[config.mk]
export PLATFORM = sky130hd
export DESIGN_NAME = riscv_irq_arbiter
export DESIGN_NICKNAME = d
export VERILOG_FILES = /design/src/rtl/riscv_irq_arbiter.sv
export SDC_FILE = /design/constraint.sdc
export NUM_CORES = 1
export LEC_CHECK = 0
export CORE_ASPECT_RATIO = 0.6
export CORE_UTILIZATION = 40
export CTS_BUF_LIST = sky130_fd_sc_hd__clkbuf_8
export CTS_CLUSTER_DIAMETER = 30
export CTS_CLUSTER_SIZE = 24
export DETAILED_ROUTE_END_ITERATION = 10
export PLACE_DENSITY = 0.74
export SYNTH_ARGS = -nofsm -noshare
export SYNTH_HDL_FRONTEND = slang
export SYNTH_SLANG_ARGS = --single-unit
[constraint.sdc]
create_clock -name clk -period 2.5 [get_ports clk]
set_input_delay 0.375 -clock clk [delete_from_list [all_inputs] [get_ports clk]]
set_output_delay 0.375 -clock clk [all_outputs]
set_load 0.02 [all_outputs]
[src/rtl/riscv_irq_arbiter.sv]
// -----------------------------------------------------------------------------
// riscv_irq_arbiter
//
// Collapses up to 32 external interrupt lines into the single request, 5-bit
// ID and secure flag used by the core interrupt controller. Each line is
// synchronised, qualified as edge or level, held pending (edge lines only),
// masked by the per-line enable, and the highest enabled index wins. The
// presented request stays frozen until the core acknowledges it or it is
// withdrawn. Every request is followed by one forced low cycle.
//
// Ports
//   clk          core clock
//   rst_n        asynchronous active-low reset
//   irq_lines_i  raw asynchronous interrupt lines
//   irq_en_i     per-line enable mask
//   sw_clr_i     per-line one-cycle clear of edge pending bits
//   irq_ack_i    core accepted the presented interrupt
//   irq_o        request to the controller
//   irq_id_o     ID of the presented line (0 when not presenting)
//   irq_sec_o    secure attribute of the presented line (0 when not presenting)
//   pending_o    raw pending vector before enable masking
// -----------------------------------------------------------------------------
module riscv_irq_arbiter #(
    parameter int          N_IRQ       = 32,
    parameter int          SYNC_STAGES = 2,
    parameter logic [31:0] EDGE_MASK   = 32'h0000_0000,
    parameter logic [31:0] SEC_MASK    = 32'hFFFF_FFFF
) (
    input  logic             clk,
    input  logic             rst_n,
    input  logic [N_IRQ-1:0] irq_lines_i,
    input  logic [N_IRQ-1:0] irq_en_i,
    input  logic [N_IRQ-1:0] sw_clr_i,
    input  logic             irq_ack_i,
    output logic             irq_o,
    output logic [4:0]       irq_id_o,
    output logic             irq_sec_o,
    output logic [N_IRQ-1:0] pending_o
);

    // Lines above N_IRQ do not exist; mask them everywhere.
    localparam logic [31:0] VALID_MASK = (N_IRQ >= 32) ? 32'hFFFF_FFFF
                                                       : ((32'd1 << N_IRQ) - 32'd1);
    localparam logic [31:0] EDGE_M     = EDGE_MASK & VALID_MASK;
    localparam logic [31:0] LEVEL_M    = ~EDGE_MASK & VALID_MASK;

    typedef enum logic [1:0] {
        IDLE    = 2'd0,
        PRESENT = 2'd1,
        GAP     = 2'd2
    } state_t;

    logic [31:0] raw_lines;
    logic [31:0] en_vec;
    logic [31:0] clr_vec;
    logic [31:0] sync_s;

    assign raw_lines = 32'(irq_lines_i);
    assign en_vec    = 32'(irq_en_i);
    assign clr_vec   = 32'(sw_clr_i);

    // ------------------------------------------------------------------
    // Input synchroniser
    // ------------------------------------------------------------------
    generate
        if (SYNC_STAGES == 0) begin : g_no_sync
            assign sync_s = raw_lines;
        end else begin : g_sync
            logic [31:0] sync_q [SYNC_STAGES];

            always_ff @(posedge clk or negedge rst_n) begin
                if (!rst_n) begin
                    for (int k = 0; k < SYNC_STAGES; k++) begin
                        sync_q[k] <= '0;
                    end
                end else begin
                    sync_q[0] <= raw_lines;
                    for (int k = 1; k < SYNC_STAGES; k++) begin
                        sync_q[k] <= sync_q[k-1];
                    end
                end
            end

            assign sync_s = sync_q[SYNC_STAGES-1];
        end
    endgenerate

    // ------------------------------------------------------------------
    // Edge history, pending storage, selection and FSM
    // ------------------------------------------------------------------
    state_t      state_q, state_d;
    logic [31:0] hist_q, hist_d;
    logic [31:0] pend_edge_q, pend_edge_d;
    logic [4:0]  id_q, id_d;
    logic        sec_q, sec_d;

    logic [31:0] ack_clr;
    logic [31:0] edge_set;
    logic [31:0] pend_vec;
    logic [31:0] eff_vec;
    logic [4:0]  winner;

    assign hist_d = sync_s;

    always_comb begin
        ack_clr = '0;
        if (state_q == PRESENT && irq_ack_i) begin
            ack_clr[id_q] = 1'b1;
        end
        edge_set = sync_s & ~hist_q & EDGE_M;
        // A new edge in the same cycle as a clear keeps the bit pending.
        pend_edge_d = (edge_set | (pend_edge_q & ~(clr_vec | ack_clr))) & EDGE_M;
    end

    // Level lines bypass storage and follow the synchronised input.
    assign pend_vec = pend_edge_q | (sync_s & LEVEL_M);
    assign eff_vec  = pend_vec & en_vec;

    // Fixed priority: ascending scan so the highest set index is kept.
    always_comb begin
        winner = 5'd0;
        for (int i = 0; i < 32; i++) begin
            if (eff_vec[i]) begin
                winner = 5'(i);
            end
        end
    end

    always_comb begin
        state_d = state_q;
        id_d    = id_q;
        sec_d   = sec_q;
        unique case (state_q)
            IDLE: begin
                id_d  = 5'd0;
                sec_d = 1'b0;
                if (|eff_vec) begin
                    id_d    = winner;
                    sec_d   = SEC_MASK[winner];
                    state_d = PRESENT;
                end
            end
            PRESENT: begin
                // Ack takes precedence; otherwise drop if our line vanished.
                if (irq_ack_i || !eff_vec[id_q]) begin
                    id_d    = 5'd0;
                    sec_d   = 1'b0;
                    state_d = GAP;
                end
            end
            GAP: begin
                id_d    = 5'd0;
                sec_d   = 1'b0;
                state_d = IDLE;
            end
            default: begin
                id_d    = 5'd0;
                sec_d   = 1'b0;
                state_d = IDLE;
            end
        endcase
    end

    always_ff @(posedge clk or negedge rst_n) begin
        if (!rst_n) begin
            state_q     <= IDLE;
            hist_q      <= '0;
            pend_edge_q <= '0;
            id_q        <= 5'd0;
            sec_q       <= 1'b0;
        end else begin
            state_q     <= state_d;
            hist_q      <= hist_d;
            pend_edge_q <= pend_edge_d;
            id_q        <= id_d;
            sec_q       <= sec_d;
        end
    end

    assign irq_o     = (state_q == PRESENT);
    assign irq_id_o  = id_q;
    assign irq_sec_o = sec_q;
    assign pending_o = pend_vec[N_IRQ-1:0];

endmodule

==> results of run 1 <==
==> cell families (layout without fill, tap and decap cells) <==
kind of cell,Yosys count,in the layout
AO/OA/AOI/OAI,67,67
buffers and inverters,38,142
flip-flops,72,72
multiplexers,3,3
AND/OR/NAND/NOR,83,83
==> worst register-to-register path, delay by kind of cell (launching register included) <==
| family | cells | cell delay, ns |
|---|---|---|
| flops | 1 | 0.50 |
| buf+inv | 1 | 0.26 |
| mux | 1 | 0.50 |
| compound gates | 4 | 0.91 |
==> power by group <==
part | switching, W | internal (W) | total, W | leakage (nW)
Clock | 0.000400 | 0.000432 | 0.000832 | 0.103
Combinational | 0.000508 | 0.000504 | 0.00101 | 0.856
Sequential | 0.000140 | 0.00128 | 0.00142 | 0.845
==> cells in the final DEF (no fill, tap or decap), types with 4 or more instances in the layout <==
cell and count:
clkbuf_8 12, dfrtp_1 72, and2_1 6, nor2b_1 4, a21oi_1 7, a31oi_1 4, clkdlybuf4s50_1 104, nand2_1 39
nand3_1 12, buf_4 20, o211ai_1 8, nand4_1 6, a22oi_1 17, a21o_1 4, o21ai_0 6
==> Yosys cell counts, drive strengths merged, types with 2 or more instances <==
cell	instances	area, um^2
dfrtp	72	1800
nand2	39	146
buf	33	251
a22oi	17	128
nand3	12	60.1
a21oi	9	60.1
o211ai	8	60.1
and2	6	37.5
nand4	6	37.5
o21ai	6	30.0
a21o	4	30.0
a31oi	4	25.0
nor2b	4	25.0
a22o	3	26.3
and3	3	18.8
clkbuf	3	11.3
mux4	3	67.6
nor2	3	11.3
a32oi	2	17.5
inv	2	7.51
nor3	2	10.0
==> through the flow <==
step	std cells	instance area, um^2	hold WS [ns]	setup slack, ns
floorplan	263	3050	0.0794	0.330
global placement	455	4110	0.333	-0.0973
detailed placement	455	4110	0.336	-0.114
CTS	471	4290	0.164	0.258
global route	471	4290	0.215	0.158
finish	471	4290	0.140	0.223
==> path summary, 6_finish.rpt <==
kind                                         from                end  depth (start not counted)
worst max-delay path                  irq_en_i[4]        irq_id_o[2]                          7
worst min-delay path                        rst_n         state_q[0]                          1
worst max register to register        irq_id_o[0]        irq_id_o[2]                          6
worst min register to register  g_sync.sync_q[48]         hist_d[16]                          0
max in group asynchronous                   rst_n  g_sync.sync_q[43]                          1
min in group clk                g_sync.sync_q[48]         hist_d[16]                          0
==> registers in the layout, summed over array words and instances (netlist names) <==
signal / cells
hist_d: 32
g_sync.sync_q: 32
irq_sec_o: 1
state_q: 2
irq_id_o: 5
==> layer usage <==
layer	vias to the layer above	GRT usage, %
met1	1211	30.1
met2	119	30.8
met5	-	0
li1	1134	-
met4	0	3.90
met3	5	11.4
==> final cells by class <==
type / count / area [um^2] / share of cell area, %
inverter: 2 / 7.51 / 0.175
tap: 104 / 130 / 3.03
timing repair buffer: 124 / 1190 / 27.7
multi-input combinational: 153 / 978 / 22.8
sequential: 72 / 1800 / 42.0
clock inverter: 4 / 18.8 / 0.437
clock buffer: 12 / 165 / 3.85
==> impl_metrics.toml, run 1 <==
[synthesis]
syn_area_um2 = 3050
synth_top_family_by_area = "compound AO/OA/AOI/OAI gates"
yosys_warnings = 0
synth-main-ff-cell = "dfrtp_1"
synth_compound_area_share_pct = 16.5
yosysUniqueCellTypes = 46
synth-seq-cells = 72
synthXorXnorAreaFrac_pct = 0
synth_mux_area_share_pct = 2.21
synthSimpleGateAreaFrac_pct = 13.4
synth_edf_count = 0
syn-instance-count = 263
synth_nets = 362
avgSynthCellArea_um2 = 11.6
ys_seq_area_share_pct = 59.1
ys_async_sr_fraction_pct = 100
synth-adder-area-share_pct = 0

[cells_and_area]
fill_cells = 654
num-nets-final = 461
num_antenna_cells = 0
drive_gt1_share_pct = 11.2
syn_to_final_growth_pct = 40.7
final_util_pct = 58.6

[power_and_ir_drop]
ir_drop_mv = 0.436
p_leak_nw = 1.80
p_total_w = 0.00326
powerDensity_nw_per_um2 = 760

[setup_path]
worst_ep_required_time_ns = 2.80
criticalPathCategory = "in -> reg"
cp_slowest_stage_delay_ns = 0.52
start_kind = "primary input"
end_kind = "register"
cpMaxStageDelayCell = "clkdlybuf4s50_1"
cp_num_buf_inv = 1
worstPathArrival_ns = 2.58
crit_path_cell_trace = "clkdlybuf4s50_1 > nand2_1 > mux4_2 > a2111o_1 > a221o_1 > a21oi_4 > a22o_1"
critPathTopFamily = "compound AO/OA/AOI/OAI gates"
path_max_fanout = 4
ff2ff_setup_slack_ns = 0.24

[placed_design]
port-buffer-count = 105
dp_hpwl_um = 6250
gp_congestion = 0.870

[sta]
relSlewSlack_pct = 42.0
clock.fmax_mhz = 439
fin_crit_sh_pct = 91.1
fin_skew_ns = 0.00927
maxSlewViolCount = 0
min_period_ns = 2.28
finalSetupTns_ns = 0
rsz0062_at_grt = "false"
hold_violations = 0
setup_violations = 0
worst_pin_slew_ns = 0.870

[worst_hold_path]
min_path_type = "in -> async"

[global_route]
grtUsageTotal_pct = 21.9
antenna_found_initial = 0
overflow = 0
grt_pass1_wl_um = 12500
grt_pass1_vias = 2390
grt_start_max_net_pins = 73

[floorplan]
core_area_um2 = 7330
dieArea_um2 = 7990
pin_count = 138
fp.dieH_um = 69.6
start_util_pct = 41.6
row_count = 24
die_w_um = 115

[route]
dr.pass1.iters = 5
drt_iter0_markers = 144
wl_met1_um = 3640
wl_per_cell_um = 17.1
drc = 0
num_vias = 2469
top_layer = "met4"
wirelength_um = 8040
ant_nets = 0
viasPerCell = 5.24
route.met2.wl_um = 3390
wl_met3_um = 968

[outcome]
status = "finished, final reports clean"

[clock_tree]
cts_sinks = 72
h-tree-depth = 3
clkLatencyLatePin_ns = 0.36
postCtsSetupBuffers = 0
numCtsBuffers = 9
hold_buffers = 0
ctsResizeCount = 0
cts_tree = "done"
clk_pin_slew_ns = 0.07
cts_buffer_depth = 2
clockRootBuffer = "clkbuf_8"

[flow_run]
cap_violations = 0
Note: power is estimated with default switching activity, not from simulation.
==> run 2: changes to the inputs <==
--- a/config.mk
+++ b/config.mk
@@ -6,6 +6,7 @@
 export NUM_CORES = 1
 export LEC_CHECK = 0
 export CORE_ASPECT_RATIO = 0.6
+export CORE_MARGIN = 1.5
 export CORE_UTILIZATION = 40
 export CTS_BUF_LIST = sky130_fd_sc_hd__clkbuf_8
 export CTS_CLUSTER_DIAMETER = 30
==> run 2 against run 1 <==
Critical path depth is the same. Global-route usage shrank 0.64 points. Via count shrank 3.1%. Worst setup slack gained 0.055 ns. Clock skew shrank 0.0051 ns. Combinational power is essentially flat. Utilization shrank 0.10 points. First-iteration DRC count shrank 18%. Critical endpoint unchanged.
==> impl_metrics.toml, run 2 (synthesized netlist as in run 1, its figures left out) <==
[setup_path]
worstPathArrival_ns = 2.51
criticalPathCategory = "in -> reg"
start_kind = "primary input"
worst_ep_required_time_ns = 2.79
crit_path_start = "irq_en_i[4]"
end_kind = "register"
r2r-start = "irq_id_o[2]"
worstRegToRegCells = 6
r2r_end = "irq_id_o[2]"
path_max_fanout = 4
ff2ff_setup_slack_ns = 0.38

[placed_design]
gp_congestion = 0.906
dp_hpwl_um = 6240
placed_cell_area_um2 = 4080
port-buffer-count = 105

[route]
drc = 0
viasPerCell = 5.12
drt_iter0_markers = 118
ant_nets = 0
num_vias = 2393
wl_per_cell_um = 17.1
top_layer = "met4"
route.met2.wl_um = 3370
wl_met1_um = 3890
wirelength_um = 8000
wl_met3_um = 642
dr.pass1.iters = 4

[clock_tree]
postCtsSetupBuffers = 0
clockRootBuffer = "clkbuf_8"
h-tree-depth = 3
ctsResizeCount = 0
clk_pin_slew_ns = 0.07
cts_sinks = 72
numCtsBuffers = 9
cts_tree = "done"
hold_buffers = 0
clkLatencyLatePin_ns = 0.35
cts_buffer_depth = 2

[power_and_ir_drop]
ir_drop_mv = 0.361
internal_power_w = 0.00228
p_leak_nw = 1.78
power_frac_clock_pct = 27.9
power.combinational.fraction_pct = 29.9
p_switching_w = 0.00106
seq_power_share_pct = 42.1
p_sw_share_pct = 31.8
powerDensity_nw_per_um2 = 781
p_total_w = 0.00335

[cells_and_area]
num_antenna_cells = 0
num-nets-final = 457
syn_to_final_growth_pct = 40.5
drive_gt1_share_pct = 10.5
final_common_cell = "clkdlybuf4s50_1"
final_area_um2 = 4290
final_cell_mix = "clkdlybuf4s50_1, dfrtp_1, nand2_1"
fill_cells = 648

[floorplan]
start_util_pct = 41.6
die_w_um = 116
core_area_um2 = 7330
fp.dieH_um = 70.6
row_count = 24
pin_count = 138
dieArea_um2 = 8180

[sta]
hold_slack_ns = 0.133
clock.fmax_mhz = 450
hold_violations = 0
fin_crit_sh_pct = 88.9
setup_violations = 0
fin_skew_ns = 0.00419
min_period_ns = 2.22
maxSlewViolCount = 0
relSlewSlack_pct = 41.1
rsz0062_at_grt = "false"
worst_pin_slew_ns = 0.883

[global_route]
grt_pass1_vias = 2460
grt_pass1_wl_um = 12600
grtUsageTotal_pct = 21.2
overflow = 0
grt_start_max_net_pins = 73
antenna_found_initial = 0

[worst_hold_path]
min_path_type = "in -> async"

[flow_run]
cap_violations = 0

[outcome]
status = "finished, final reports clean"
run 2: per-stage QoR:
stage,cells,util (%),worst slack (ns),TNS [ns]
2_1_floorplan,263,-,0.330,0
3_3_place_gp,451,55.7,-0.0687,-0.221
3_5_place_dp,451,55.7,-0.0656,-0.218
4_1_cts,467,58.5,0.306,0
5_1_grt,467,58.5,0.213,0
6_report,467,58.5,0.278,0
run 2: worst max path at each step:
stage               cells past startpoint          end  slack, ns
finish                                  7  irq_id_o[2]       0.28
global route                            7  irq_id_o[2]       0.21
CTS                                     7  irq_id_o[2]       0.31
detailed placement                      7  irq_id_o[2]      -0.07
global placement                        7  irq_id_o[2]      -0.07
floorplan                               6  irq_id_o[4]       0.33
run 2: metal layers:
layer | vias to the layer above | GRT usage, %
met5 | - | 0
met4 | 0 | 6.50
met3 | 10 | 8.05
met2 | 83 | 29.9
met1 | 1165 | 30.4
li1 | 1135 | -
run 2: critical path: stages:
cell,delay (ns)
clkdlybuf4s50_1,0.49
nand2_1,0.07
mux4_2,0.45
a2111o_1,0.42
a221o_1,0.35
a21oi_4,0.19
a22o_1,0.16
run 2: area by class of cell:
cell class,count,area (um^2),area share [%]
flip-flops and latches,72,1800,42.0
multi-input cells,153,978,22.8
clock inverters,5,55.1,1.28
well taps,104,130,3.04
inverters,2,7.51,0.175
clock buffers,11,151,3.53
repair buffers,120,1160,27.1
run 2: power groups by stage:
stage,clock network [W],logic (W),registers [W]
floorplan,0,0.000518,0.00144
global placement,0,0.000992,0.00143
detailed placement,0,0.000996,0.00143
CTS,0.000970,0.00100,0.00141
global route,0.00103,0.00108,0.00143
finish,0.000934,0.00100,0.00141
==> run 3: changes to the inputs <==
--- a/config.mk
+++ b/config.mk
@@ -5,6 +5,7 @@
 export SDC_FILE = /design/constraint.sdc
 export NUM_CORES = 1
 export LEC_CHECK = 0
+export CAP_MARGIN = 20
 export CORE_ASPECT_RATIO = 0.6
 export CORE_MARGIN = 1.5
 export CORE_UTILIZATION = 40
==> results of run 3 <==
The final DEF is identical to that of run 2; final timing and power are the same.
